### config.mk
export PLATFORM = sky130hd
export DESIGN_NAME = load_store_sequencer
export DESIGN_NICKNAME = d
export VERILOG_FILES = /design/src/rtl/load_store_sequencer.sv
export SDC_FILE = /design/constraint.sdc
export NUM_CORES = 1
export LEC_CHECK = 0
export ABC_AREA = 1
export CORE_MARGIN = 2
export CORE_UTILIZATION = 30
export CTS_CLUSTER_SIZE = 8
export DETAILED_ROUTE_END_ITERATION = 12
export PLACE_DENSITY_LB_ADDON = 0.2
export SLEW_MARGIN = 20
export SYNTH_ARGS = -nofsm -noshare
export SYNTH_HDL_FRONTEND = slang
export SYNTH_SLANG_ARGS = --single-unit
### constraint.sdc
create_clock -name clk -period 5.5 [get_ports clk]
set_input_delay 1.1 -clock clk [delete_from_list [all_inputs] [get_ports clk]]
set_output_delay 1.1 -clock clk [all_outputs]
set_load 0.02 [all_outputs]
### src/rtl/load_store_sequencer.sv
// Data-memory load/store sequencer: alignment check, req/ack bus cycle with strobes,
// timeout supervision and load-data formatting for the rv32i core.
module load_store_sequencer #(
  parameter int unsigned TIMEOUT_CYCLES = 16
) (
  input  logic        clk,
  input  logic        rst_n,
  input  logic        start,
  input  logic [2:0]  mem_read_type,
  input  logic [3:0]  mem_write_mask,
  input  logic [31:0] addr,
  input  logic [31:0] store_data,
  output logic        busy,
  output logic        done,
  output logic        fault,
  output logic [31:0] load_data,
  output logic        bus_req,
  output logic        bus_we,
  output logic [31:0] bus_addr,
  output logic [3:0]  bus_wstrb,
  output logic [31:0] bus_wdata,
  input  logic        bus_ack,
  input  logic [31:0] bus_rdata
);

  localparam logic [2:0] RD_NONE = 3'd0;
  localparam logic [2:0] RD_BYTE = 3'd1;
  localparam logic [2:0] RD_HALF = 3'd2;
  localparam logic [2:0] RD_WORD = 3'd3;
  localparam logic [2:0] RD_BU   = 3'd4;
  localparam logic [2:0] RD_HU   = 3'd5;
  localparam logic [3:0] WR_NONE = 4'b0000;
  localparam logic [3:0] WR_BYTE = 4'b0001;
  localparam logic [3:0] WR_HALF = 4'b0011;
  localparam logic [3:0] WR_WORD = 4'b1111;
  localparam int unsigned CNT_W  = (TIMEOUT_CYCLES > 0) ? $clog2(TIMEOUT_CYCLES + 1) : 1;

  typedef enum logic [1:0] {IDLE, REQ, RESP, FAULT} state_t;

  state_t             state, next;
  logic [CNT_W-1:0]   cnt_q, cnt_d;
  logic [2:0]         rd_q, rd_d;
  logic [1:0]         off_q, off_d;
  logic               is_read, is_write, bad_access, timeout_hit;
  logic               busy_d, done_d, fault_d, bus_req_d, bus_we_d;
  logic [31:0]        load_data_d, bus_addr_d, bus_wdata_d, shifted;
  logic [3:0]         bus_wstrb_d;

  // Request decode: misalignment and illegal encodings both end in FAULT
  always_comb begin
    is_read    = (mem_read_type != RD_NONE);
    is_write   = (mem_write_mask != WR_NONE);
    bad_access = is_read && is_write;
    case (mem_read_type)
      RD_NONE, RD_BYTE, RD_BU: ;
      RD_HALF, RD_HU:          if (addr[0]) bad_access = 1'b1;
      RD_WORD:                 if (|addr[1:0]) bad_access = 1'b1;
      default:                 bad_access = 1'b1;
    endcase
    case (mem_write_mask)
      WR_NONE, WR_BYTE: ;
      WR_HALF:          if (addr[0]) bad_access = 1'b1;
      WR_WORD:          if (|addr[1:0]) bad_access = 1'b1;
      default:          bad_access = 1'b1;
    endcase
    timeout_hit = (TIMEOUT_CYCLES != 0) && (cnt_q == CNT_W'(TIMEOUT_CYCLES - 1));
  end

  always_ff @(posedge clk or negedge rst_n) begin
    if (!rst_n) state <= IDLE;
    else        state <= next;
  end

  always_comb begin
    next = state;
    case (state)
      IDLE:    if (start && (is_read || is_write)) next = bad_access ? FAULT : REQ;
      REQ:     if (bus_ack) next = RESP;
               else if (timeout_hit) next = FAULT;
      RESP:    next = IDLE;
      FAULT:   next = IDLE;
      default: next = IDLE;
    endcase
  end

  // Output/datapath next values; everything lands in registers below
  always_comb begin
    busy_d      = (next == REQ);
    bus_req_d   = (next == REQ);
    done_d      = (next == RESP) || (next == FAULT);
    fault_d     = done_d ? (next == FAULT) : fault;
    load_data_d = load_data;
    cnt_d       = (state == REQ && next == REQ) ? cnt_q + CNT_W'(1) : '0;
    rd_d        = rd_q;
    off_d       = off_q;
    bus_we_d    = bus_we;
    bus_addr_d  = bus_addr;
    bus_wstrb_d = bus_wstrb;
    bus_wdata_d = bus_wdata;
    shifted     = bus_rdata >> {off_q, 3'b000};

    if (state == IDLE && next == REQ) begin
      rd_d        = mem_read_type;
      off_d       = addr[1:0];
      bus_we_d    = is_write;
      bus_addr_d  = {addr[31:2], 2'b00};
      bus_wstrb_d = is_write ? 4'(mem_write_mask << addr[1:0]) : 4'b0000;
      bus_wdata_d = store_data << {addr[1:0], 3'b000};
    end

    if (next == FAULT) load_data_d = '0;
    else if (next == RESP) begin
      case (rd_q)
        RD_BYTE: load_data_d = {{24{shifted[7]}}, shifted[7:0]};
        RD_BU:   load_data_d = {24'h0, shifted[7:0]};
        RD_HALF: load_data_d = {{16{shifted[15]}}, shifted[15:0]};
        RD_HU:   load_data_d = {16'h0, shifted[15:0]};
        RD_WORD: load_data_d = bus_rdata;
        default: load_data_d = '0;
      endcase
    end
  end

  always_ff @(posedge clk or negedge rst_n) begin
    if (!rst_n) begin
      busy      <= 1'b0;
      done      <= 1'b0;
      fault     <= 1'b0;
      load_data <= '0;
      bus_req   <= 1'b0;
      bus_we    <= 1'b0;
      bus_addr  <= '0;
      bus_wstrb <= '0;
      bus_wdata <= '0;
      cnt_q     <= '0;
      rd_q      <= RD_NONE;
      off_q     <= '0;
    end else begin
      busy      <= busy_d;
      done      <= done_d;
      fault     <= fault_d;
      load_data <= load_data_d;
      bus_req   <= bus_req_d;
      bus_we    <= bus_we_d;
      bus_addr  <= bus_addr_d;
      bus_wstrb <= bus_wstrb_d;
      bus_wdata <= bus_wdata_d;
      cnt_q     <= cnt_d;
      rd_q      <= rd_d;
      off_q     <= off_d;
    end
  end

endmodule

==> results.md, run 1 <==
* Vias in the first global route at roughly 6,200
* Peak VDD IR at between 0.2 and 0.25 mV
* Die W at 146.9 um
* Core area at 20,100 um2
* Worst relative slew slack at 0.3224
* Total GRT Usage at 0.1930
* Clock Tree Buf Depth at 2
* Async SR Flop Fraction at 1.000
* Critical Path Fanout Max at between 70 and 80
* Worst r2r path cells at 9
* RSZ-0062 raised after global routing: false
* Max Transition Viols Final at 0
* Final setup fails at 0
* Max-Cap Viols at 0
* Hold WS at around 0.47 ns
* DIE AREA at 21,570 um2
* Post-Synthesis Cell Area at between 6000 and 7000 um2
* Outcome: finished, final reports clean
* Clk slew on worst S/H paths at approximately 0.060 ns
* First-pass GRT wire length at roughly 33 mm
* Dpl ws at ~1.3 ns
* Reg2reg setup slack at 1.64 ns
* Die Y at around 150 um
* Placed cell count at 1,241
* Synth-to-Final Area Change at 47.22%
* Highest-count cells in the layout ignoring fill and taps: nand2_1, clkdlybuf4s50_1, dfrtp_1, o21ai_0, nand4_1
* Vias at between 6,000 and 7,000
* CP required at around 5.8 ns
* Cell variety after synth at 32
* I/O Buffers at about 210
* Root buf cell: clkbuf_16
* Total number of yosys warnings at 0
* Mux cell area share after synthesis at 0.004904
* Sequential area share after synthesis at 0.4659
* GP Congestion at around 0.8
* Dpl hpwl at 13.70 mm
* FP Rows at 52
* Period utilisation layout at 0.7026
* I/O Pins at around 210
* TritonCTS clock tree: yes
* H-tree depth at 4
* Compound-Gate Fraction of Synth Area at 0.1116
* Num CTS Buffers at 17
* Initial Utilization at 0.3046
* Share of layout cells above drive strength 1 at 0.05484
* N_diodes at 0
* Final nets at 1,099
* GRT overflow at 0
* Clk Latency, worst-skew pair at about 0.42 ns
* Number of synthesized flops with an enable pin at 0
* Hold Vio Cnt, Final at 0
* Fmax at about 260 MHz
* Mapped Cells at 818
* Vias per cell at between 4 and 5
* Largest family of logic cells by synthesized area: simple AND/OR/NAND/NOR gates
* Fin cells at approximately 1,300
* Largest net degree at the start of global routing at 75
* Static Leak at ~4.3 nW
* Final WS setup at 1.636 ns
* Worst Path Arrival at between 4 and 5 ns
* Initial antenna violation count at 0
* Number of remaining DRC errors at 0
* Post-CTS Setup Repair Bufs at 0
* Post-route cell area at between 9000 and 10,000 um2
* Adder-cell share of the synthesized area at 0.004087
* PostCTS Resize Cnt at 0
* Tmin final at around 3.9 ns
* Post-Synth Simple-Gate Area at 0.3251
* Mean routed wirelength per cell at 16.14 um
* Starting DRT DRC Count at roughly 430
* CP Capture Type: flop
* Total wire length at about 21 mm
* CP Class: flop to flop
* Placed Instance Area at 8328 um2
* Pwr dens at between 500 and 600 nW/um2
* Worst-Margin Slew at 1.015 ns
* Max Clock Skew at approximately 0.012 ns
* Register bit total from synthesis at around 110
* # clock sinks at around 110
* # hold bufs at CTS at 0
* Worst min path class: flop to flop
* Synth Area in XOR/XNOR at 0.002861
* Setup TNS Final at 0 ns
* Commonest non-fill, non-tap cell in the layout: nand2_1
* Post-synth top flop: dfrtp_1
* Antenna violation net count after detailed routing at 0
* Synthesized area per cell at roughly 7.5 um2
* Hold Path Stages at 1
* Pre-Repair DR Iteration Count at 5
* Nature of the critical path startpoint: flop
[synth_stat cells (9+ instances only)]
cell,count,area (um2)
buf_4,9,67.56
nor2_1,35,131.4
inv_1,55,206.5
o211ai_1,16,120.1
o21ai_0,75,375.4
dfrtp_1,114,2853
nand2_1,280,1051
nand4_1,72,450.4
clkbuf_1,24,90.09
a21oi_1,18,90.09
buf_2,26,130.1
nand3_1,49,245.2
[worst max-delay path: stages, from the launching register on]
cell	delay (ns)
dfrtp_1	0.38
or2_1	0.24
inv_2	0.05
buf_4	0.62
nand2_1	0.25
o22ai_4	0.70
nand4_4	0.84
buf_4	0.51
nand2_1	0.08
nand2_1	0.06
[state kept, by name, indices dropped and copies added (netlist names)]
| signal | flops |
|---|---|
| fault | 1 |
| bus_wstrb | 4 |
| bus_we | 1 |
| bus_req | 1 |
| done | 1 |
| bus_addr | 30 |
| off_q | 2 |
| cnt_q | 5 |
| rd_q | 3 |
| bus_wdata | 32 |
| load_data | 32 |
| state | 2 |
[layout make-up]
| cell class | instances | area, um2 |
|---|---|---|
| fill | 2017 | 11090 |
| sequential | 114 | 2854 |
| multi-input combinational | 584 | 2778 |
| timing repair buffer | 217 | 2150 |
| clock buffer | 20 | 456.7 |
| tap | 270 | 337.8 |
| clock inverter | 12 | 229.0 |
| inverter | 56 | 210.2 |
[kinds of logic after synthesis]
family / after synthesis
AND/OR/NAND/NOR: 454
AO/OA/AOI/OAI: 121
buffers and inverters: 121
flip-flops: 114
multiplexers: 3
adder cells (fa/ha/maj): 2
XOR/XNOR: 2
other: 1
[final timing paths]
kind / startpoint / endpoint
min in group asynchronous: rst_n / load_data[2]
worst max register to register: state[1] / off_q[0]
worst min-delay path: cnt_q[0] / cnt_q[0]
worst min register to register: cnt_q[0] / cnt_q[0]
worst max-delay path: state[1] / off_q[0]
max in group asynchronous: rst_n / cnt_q[3]
[where the power goes]
group	total [W]	internal (W)	switching (W)
clock	0.00129	0.000876	0.000413
sequential	0.00145	0.00118	0.000264
combinational	0.00249	0.000955	0.00154
total	0.00523	0.00301	0.00221
[routing by layer]
| layer | routed length (um) | GRT usage | up-vias |
|---|---|---|---|
| li1 | - | - | 3059 |
| met1 | 9542 | 0.2756 | 2919 |
| met2 | 9075 | 0.2805 | 242 |
| met3 | 1652 | 0.06087 | 25 |
| met4 | 282 | 0.05680 | 0 |
| met5 | 0 | 0 | - |
[per-stage QoR]
step	total power [W]	util
2_1_floorplan	0.002910	-
3_3_place_gp	0.003944	0.4142
3_5_place_dp	0.003947	0.4142
4_1_cts	0.005269	0.4483
5_1_grt	0.005594	0.4484
6_report	0.005226	0.4484
No activity file was read; power rests on OpenSTA's default activity.
==> run 2: changes to the inputs <==
==> constraint.sdc (replaced) <==
create_clock -name clk -period 3.5 [get_ports clk]
set_input_delay 0.7 -clock clk [delete_from_list [all_inputs] [get_ports clk]]
set_output_delay 0.7 -clock clk [all_outputs]
set_load 0.02 [all_outputs]
==> results.md, run 2 (synthesis gave the netlist of run 1 again) <==
* GRT overflow at 0 (unchanged)
* Starting DRT DRC Count at 336 (-22%)
* CP Cell Sequence: ha_1 > and3_1 > ha_1 > o21ai_1 > inv_1 > a21oi_4 > buf_4 > nand4_1 > nand2_1
* Vias per cell at 4.862 (-0.90%)
* N_diodes at 0 (unchanged)
* Worst min path class: input port to async pin
* Max incr delay on CP at 0.47 ns (-0.37 ns)
* Worst-Margin Slew at 0.8640 ns (-0.1512 ns)
* Final nets at 1,107 (+0.73%)
* Finished Core Util at 0.4470 (-0.001432)
* Max Clock Skew at 0.006193 ns (-0.005783 ns)
* Wl on met1 at 9.307 mm (-2.5%)
* Reg2reg setup slack at 0.99 ns (-0.65 ns)
* Num CTS Buffers at 17 (unchanged)
* DIE AREA at 21,570 um2 (unchanged)
* PostCTS Resize Cnt at 0 (unchanged)
* RSZ-0062 raised after global routing: false
* First-pass GRT wire length at 32.64 mm (-1.5%)
* Fmax at 397.7 MHz (+54%)
* Post-CTS Setup Repair Bufs at 0 (unchanged)
* Tmin final at 2.515 ns (-1.350 ns)
* Setup TNS Final at 0 ns (unchanged)
* Pre-Repair DR Iteration Count at 5 (unchanged)
* Clk Latency, worst-skew pair at 0.42 ns (about the same)
* Static Leak at 4.303 nW (+0.15%)
* Commonest non-fill, non-tap cell in the layout: nand2_1
* I/O Pins at 212 (unchanged)
* Hold Vio Cnt, Final at 0 (unchanged)
* Largest net degree at the start of global routing at 74 (-1.3%)
* Met2 WL at 8.983 mm (-1.0%)
* I/O Buffers at 209 (unchanged)
* CP required at 3.85 ns (-1.95 ns)
* Regs by FF count: bus_wdata: 32 flops, load_data: 32 flops, bus_addr: 30 flops
* Max-Cap Viols at 0 (unchanged)
* Initial antenna violation count at 0 (unchanged)
* Worst relative slew slack at 0.4240 (+0.1015)
* GP Congestion at 0.8406 (+3.6%)
* Pwr dens at 883.9 nW/um2 (+52%)
* Mean routed wirelength per cell at 15.85 um (-1.8%)
* Dpl hpwl at 13.63 mm (-0.56%)
* Vias at 6,228 (-0.27%)
* Core area at 20,100 um2 (unchanged)
* Dpl ws at 0.6777 ns (-0.6104 ns)
* Worst r2r path cells at 9 (unchanged)
* Final setup fails at 0 (unchanged)
* CP Capture Type: flop
* Total wire length at 20.30 mm (-1.2%)
* Max Transition Viols Final at 0 (unchanged)
* FP Rows at 52 (unchanged)
* Root buf cell: clkbuf_16
* # clock sinks at 114 (unchanged)
* CP Class: flop to flop
* Critical Path Fanout Max at 50 (-32%)
* Die W at 146.9 um (unchanged)
* Outcome: finished, final reports clean
* Period utilisation layout at 0.7184 (+0.01587)
* Met3 routed WL at 1.747 mm (+5.8%)
* # hold bufs at CTS at 0 (unchanged)
* TritonCTS clock tree: yes
* Antenna violation net count after detailed routing at 0 (unchanged)
* Share of layout cells above drive strength 1 at 0.05935 (+0.004512)
* Vias in the first global route at 6,081 (-1.3%)
* Highest-count cells in the layout ignoring fill and taps: nand2_1, clkdlybuf4s50_1, dfrtp_1, o21ai_0, nand4_1
* Final WS setup at 0.9855 ns (-0.6504 ns)
* Highest routed layer: met4
* Worst Path Arrival at 2.86 ns (-1.30 ns)
* RR Startpoint: cnt_q[0]
* H-tree depth at 4 (unchanged)
* Worst path slowest cell: buf_4
* Number of remaining DRC errors at 0 (unchanged)
* CP dominant cell by count: ha_1
* Clock Tree Buf Depth at 2 (unchanged)
* Clk slew on worst S/H paths at 0.05 ns (about the same)
* Reg2reg end: bus_addr[10]
* Synth-to-Final Area Change at 46.75%
* Peak VDD IR at 0.4645 mV (+89%)
* Total GRT Usage at 0.1899 (-0.003145)
* Die Y at 146.9 um (unchanged)
* Nature of the critical path startpoint: flop
* Initial Utilization at 0.3046 (unchanged)
[run 2: worst max-delay path by stage]
stage	cells past startpoint	slack, ns	to	start
2_1_floorplan	10	1.52	off_q[0]	cnt_q[0]
3_3_place_gp	9	0.70	bus_addr[13]	mem_write_mask[3]
3_5_place_dp	9	0.68	bus_addr[8]	mem_write_mask[3]
4_1_cts	9	0.97	rd_q[1]	cnt_q[0]
5_1_grt	9	0.78	bus_addr[9]	cnt_q[0]
6_report	9	0.99	bus_addr[10]	cnt_q[0]
[run 2: critical path: cells and delay by family (launching register included)]
| kind | cells | cell delay, ns |
|---|---|---|
| adders and majority gates | 2 | 0.42 |
| AOI/OAI and AO/OA | 2 | 0.54 |
| DFF | 1 | 0.39 |
| buffers and inverters | 2 | 0.61 |
| and+or+nand+nor | 3 | 0.45 |
[run 2: power by group]
part | switching (W) | internal [W]
Combinational | 0.00249 | 0.00155
Clock | 0.000622 | 0.00108
Sequential | 0.000341 | 0.00186
[run 2: stage by stage]
| step | instances | total power [W] | hold WS, ns | area (um2) |
|---|---|---|---|---|
| final | 1281 | 0.007943 | 0.4022 | 8986 |
| after global routing | 1281 | 0.008514 | 0.4700 | 8986 |
| after CTS | 1281 | 0.008023 | 0.4342 | 8986 |
| after detailed placement | 1249 | 0.006271 | 0.4571 | 8413 |
| after global placement | 1249 | 0.006275 | 0.4517 | 8413 |
| after floorplan | 819 | 0.004573 | 0.4044 | 6127 |
[run 2: area by class of cell]
type	count	area, um2
Sequential cell	114	2853
Clock inverter	10	108.9
Timing Repair Buffer	225	2235
Inverter	56	210.2
Fill cell	2022	11120
Multi-Input combinational cell	584	2778
Tap cell	270	337.8
Clock buffer	22	464.2
[run 2: layer usage]
metal  up-vias  track usage
met1      2901       0.2618
li1       3083            -
met4         0      0.05777
met3        19      0.06056
met2       225       0.2854
met5         -            0
==> run 3: changes to the inputs <==
==> constraint.sdc (replaced) <==
create_clock -name clk -period 2.5 [get_ports clk]
set_input_delay 0.5 -clock clk [delete_from_list [all_inputs] [get_ports clk]]
set_output_delay 0.5 -clock clk [all_outputs]
set_load 0.02 [all_outputs]
==> results.md, run 3 (synthesis gave the netlist of run 1 again) <==
* Starting DRT DRC Count at 364 (+8.3%)
* Core area at 20,100 um2 (unchanged)
* CP Cell Sequence: ha_1 > and3_1 > ha_1 > o21ai_1 > inv_1 > a21oi_4 > buf_12 > nand4_1 > nand2_1
* Clk Latency, worst-skew pair at 0.41 ns (about the same)
* Net Switching at 0.004859 W (+41%)
* Worst Path Arrival at 2.42 ns (-0.44 ns)
* Regs by FF count: bus_wdata: 32 flops, load_data: 32 flops, bus_addr: 30 flops
* Nature of the critical path startpoint: flop
* GRT overflow at 0 (unchanged)
* Initial Utilization at 0.3046 (unchanged)
* Num CTS Buffers at 17 (unchanged)
* Vias at 6,271 (+0.69%)
* Dpl hpwl at 14.08 mm (+3.3%)
* Fmax at 482.7 MHz (+21%)
* Critical Path Fanout Max at 50 (unchanged)
* Final WS setup at 0.4282 ns (-0.5573 ns)
* Highest-count cells in the layout ignoring fill and taps: nand2_1, clkdlybuf4s50_1, dfrtp_1, o21ai_0, nand4_1
* I/O Pins at 212 (unchanged)
* Die Y at 146.9 um (unchanged)
* First-pass GRT wire length at 33.22 mm (+1.8%)
* Worst Path Buf+Inv at 2 (unchanged)
* Max incr delay on CP at 0.39 ns (-0.08 ns)
* Setup TNS Final at 0 ns (unchanged)
* Placed Instance Area at 8571 um2 (+1.9%)
* CP required at 2.85 ns (-1.00 ns)
* Max-Cap Viols at 0 (unchanged)
* Post-CTS Setup Repair Bufs at 0 (unchanged)
* Outcome: finished, final reports clean
* H-tree depth at 4 (unchanged)
* Hold Vio Cnt, Final at 0 (unchanged)
* Root buf cell: clkbuf_16
* RSZ-0062 raised after global routing: false
* Final setup fails at 0 (unchanged)
* Number of remaining DRC errors at 0 (unchanged)
* Antenna violation net count after detailed routing at 0 (unchanged)
* Max Clock Skew at 0.007379 ns (+0.001186 ns)
* Initial antenna violation count at 3 (+3)
* Mean routed wirelength per cell at 15.86 um (about the same)
* Final nets at 1,118 (+0.99%)
* FP Rows at 52 (unchanged)
* Worst path slowest cell: dfrtp_1
* TritonCTS clock tree: yes
* Pint at 0.006551 W (+46%)
* Worst relative slew slack at 0.5197 (+0.09575)
* CP dominant cell by count: ha_1
* Worst min path class: input port to async pin
* Peak VDD IR at 0.6957 mV (+50%)
* PostCTS Resize Cnt at 0 (unchanged)
* Sw frac at 0.4258 (-0.009118)
* Flop pwr share at 0.269 (-0.008)
* # hold bufs at CTS at 0 (unchanged)
* Largest net degree at the start of global routing at 57 (-23%)
* Pwr dens at 1243 nW/um2 (+41%)
* Vias in the first global route at 6,242 (+2.6%)
* Pre-Repair DR Iteration Count at 5 (unchanged)
* Crit path depth at 9 (unchanged)
* Clk pwr share at 0.220 (+0.006)
* Worst-Margin Slew at 0.7173 ns (-0.1468 ns)
* Tmin final at 2.072 ns (-0.4427 ns)
* Post-route cell area at 9176 um2 (+2.1%)
* DIE AREA at 21,570 um2 (unchanged)
* I/O Buffers at 209 (unchanged)
* Clock Tree Buf Depth at 2 (unchanged)
* CP Class: flop to flop
* Share of layout cells above drive strength 1 at 0.07052 (+0.01117)
* CP delay by family, top: adder cells
* Synth-to-Final Area Change at 49.86%
* Vias per cell at 4.854 (-0.17%)
* CP Capture Type: flop
* Total wire length at 20.50 mm (+0.94%)
* Commonest non-fill, non-tap cell in the layout: nand2_1
* Total GRT Usage at 0.1939 (+0.004039)
* Period utilisation layout at 0.8287 (+0.1103)
* Static Leak at 4.396 nW (+2.2%)
* # clock sinks at 114 (unchanged)
* RR Startpoint: cnt_q[0]
* Combinational power share at 0.511 (+0.002)
* Die W at 146.9 um (unchanged)
* Worst r2r path cells at 9 (unchanged)
* GP Congestion at 0.8287 (-1.4%)
* CP Launch Point: cnt_q[0]
* Clk slew on worst S/H paths at 0.06 ns (about the same)
* Dpl ws at 0.05934 ns (-0.6183 ns)
* Max Transition Viols Final at 0 (unchanged)
-- run 3: changes by cell type in the layout (fill, tap and decap cells not counted) --
cell        before  now
clkinv_2         5    4
clkinv_4         1    0
buf_12           2    8
bufinv_16        2    3
clkinvlp_4       2    3
buf_4           15   20
clkbuf_8         2    3
clkbuf_1         3    1
diode_2          0    1
-- run 3: worst register-to-register path, delay by kind of cell (launching register included) --
| family | cells | cell delay, ns |
|---|---|---|
| flip-flops | 1 | 0.39 |
| adder cells (fa/ha/maj) | 2 | 0.42 |
| buffers and inverters | 2 | 0.37 |
| AND/OR/NAND/NOR | 3 | 0.42 |
| AO/OA/AOI/OAI | 2 | 0.40 |
-- run 3: worst paths after layout --
check / end / slack [ns]
worst max-delay path: rd_q[1] / 0.43
worst min-delay path: bus_wdata[6] / 0.07
worst max register to register: rd_q[1] / 0.43
worst min register to register: cnt_q[0] / 0.46
max in group asynchronous: bus_addr[19] / 1.79
min in group clk: cnt_q[0] / 0.46
-- run 3: final cells by class --
| class | count | area [um2] |
|---|---|---|
| antenna | 1 | 2.502 |
| multi-input combinational | 584 | 2778 |
| fill | 2053 | 10930 |
| clock inverter | 10 | 132.6 |
| sequential | 114 | 2853 |
| timing repair buffer | 236 | 2392 |
| clock buffer | 21 | 470.5 |
| inverter | 56 | 210.2 |
| tap | 270 | 337.8 |
-- run 3: metrics by stage --
step | total power, W | cells | hold WS (ns) | utilization
2_1_floorplan | 0.006402 | 819 | 0.2044 | -
3_5_place_dp | 0.008949 | 1260 | 0.4650 | 0.4263
5_1_grt | 0.01223 | 1292 | 0.09636 | 0.4564
3_3_place_gp | 0.008923 | 1260 | 0.4540 | 0.4263
6_report | 0.01141 | 1292 | 0.06850 | 0.4564
4_1_cts | 0.01153 | 1291 | 0.06977 | 0.4563
-- run 3: power groups by stage --
stage	logic, W	clock network (W)	registers (W)
2_1_floorplan	0.00258	0	0.00382
3_3_place_gp	0.00583	0	0.00310
3_5_place_dp	0.00588	0	0.00306
4_1_cts	0.00589	0.00256	0.00308
5_1_grt	0.00641	0.00265	0.00317
6_report	0.00583	0.00251	0.00307
-- run 3: per-layer routing --
metal,up-vias,track usage,wire length [um]
li1,3099,-,-
met3,21,0.06646,1593
met5,-,0,13
met2,188,0.2948,9218
met4,2,0.05777,235
met1,2961,0.2622,9434
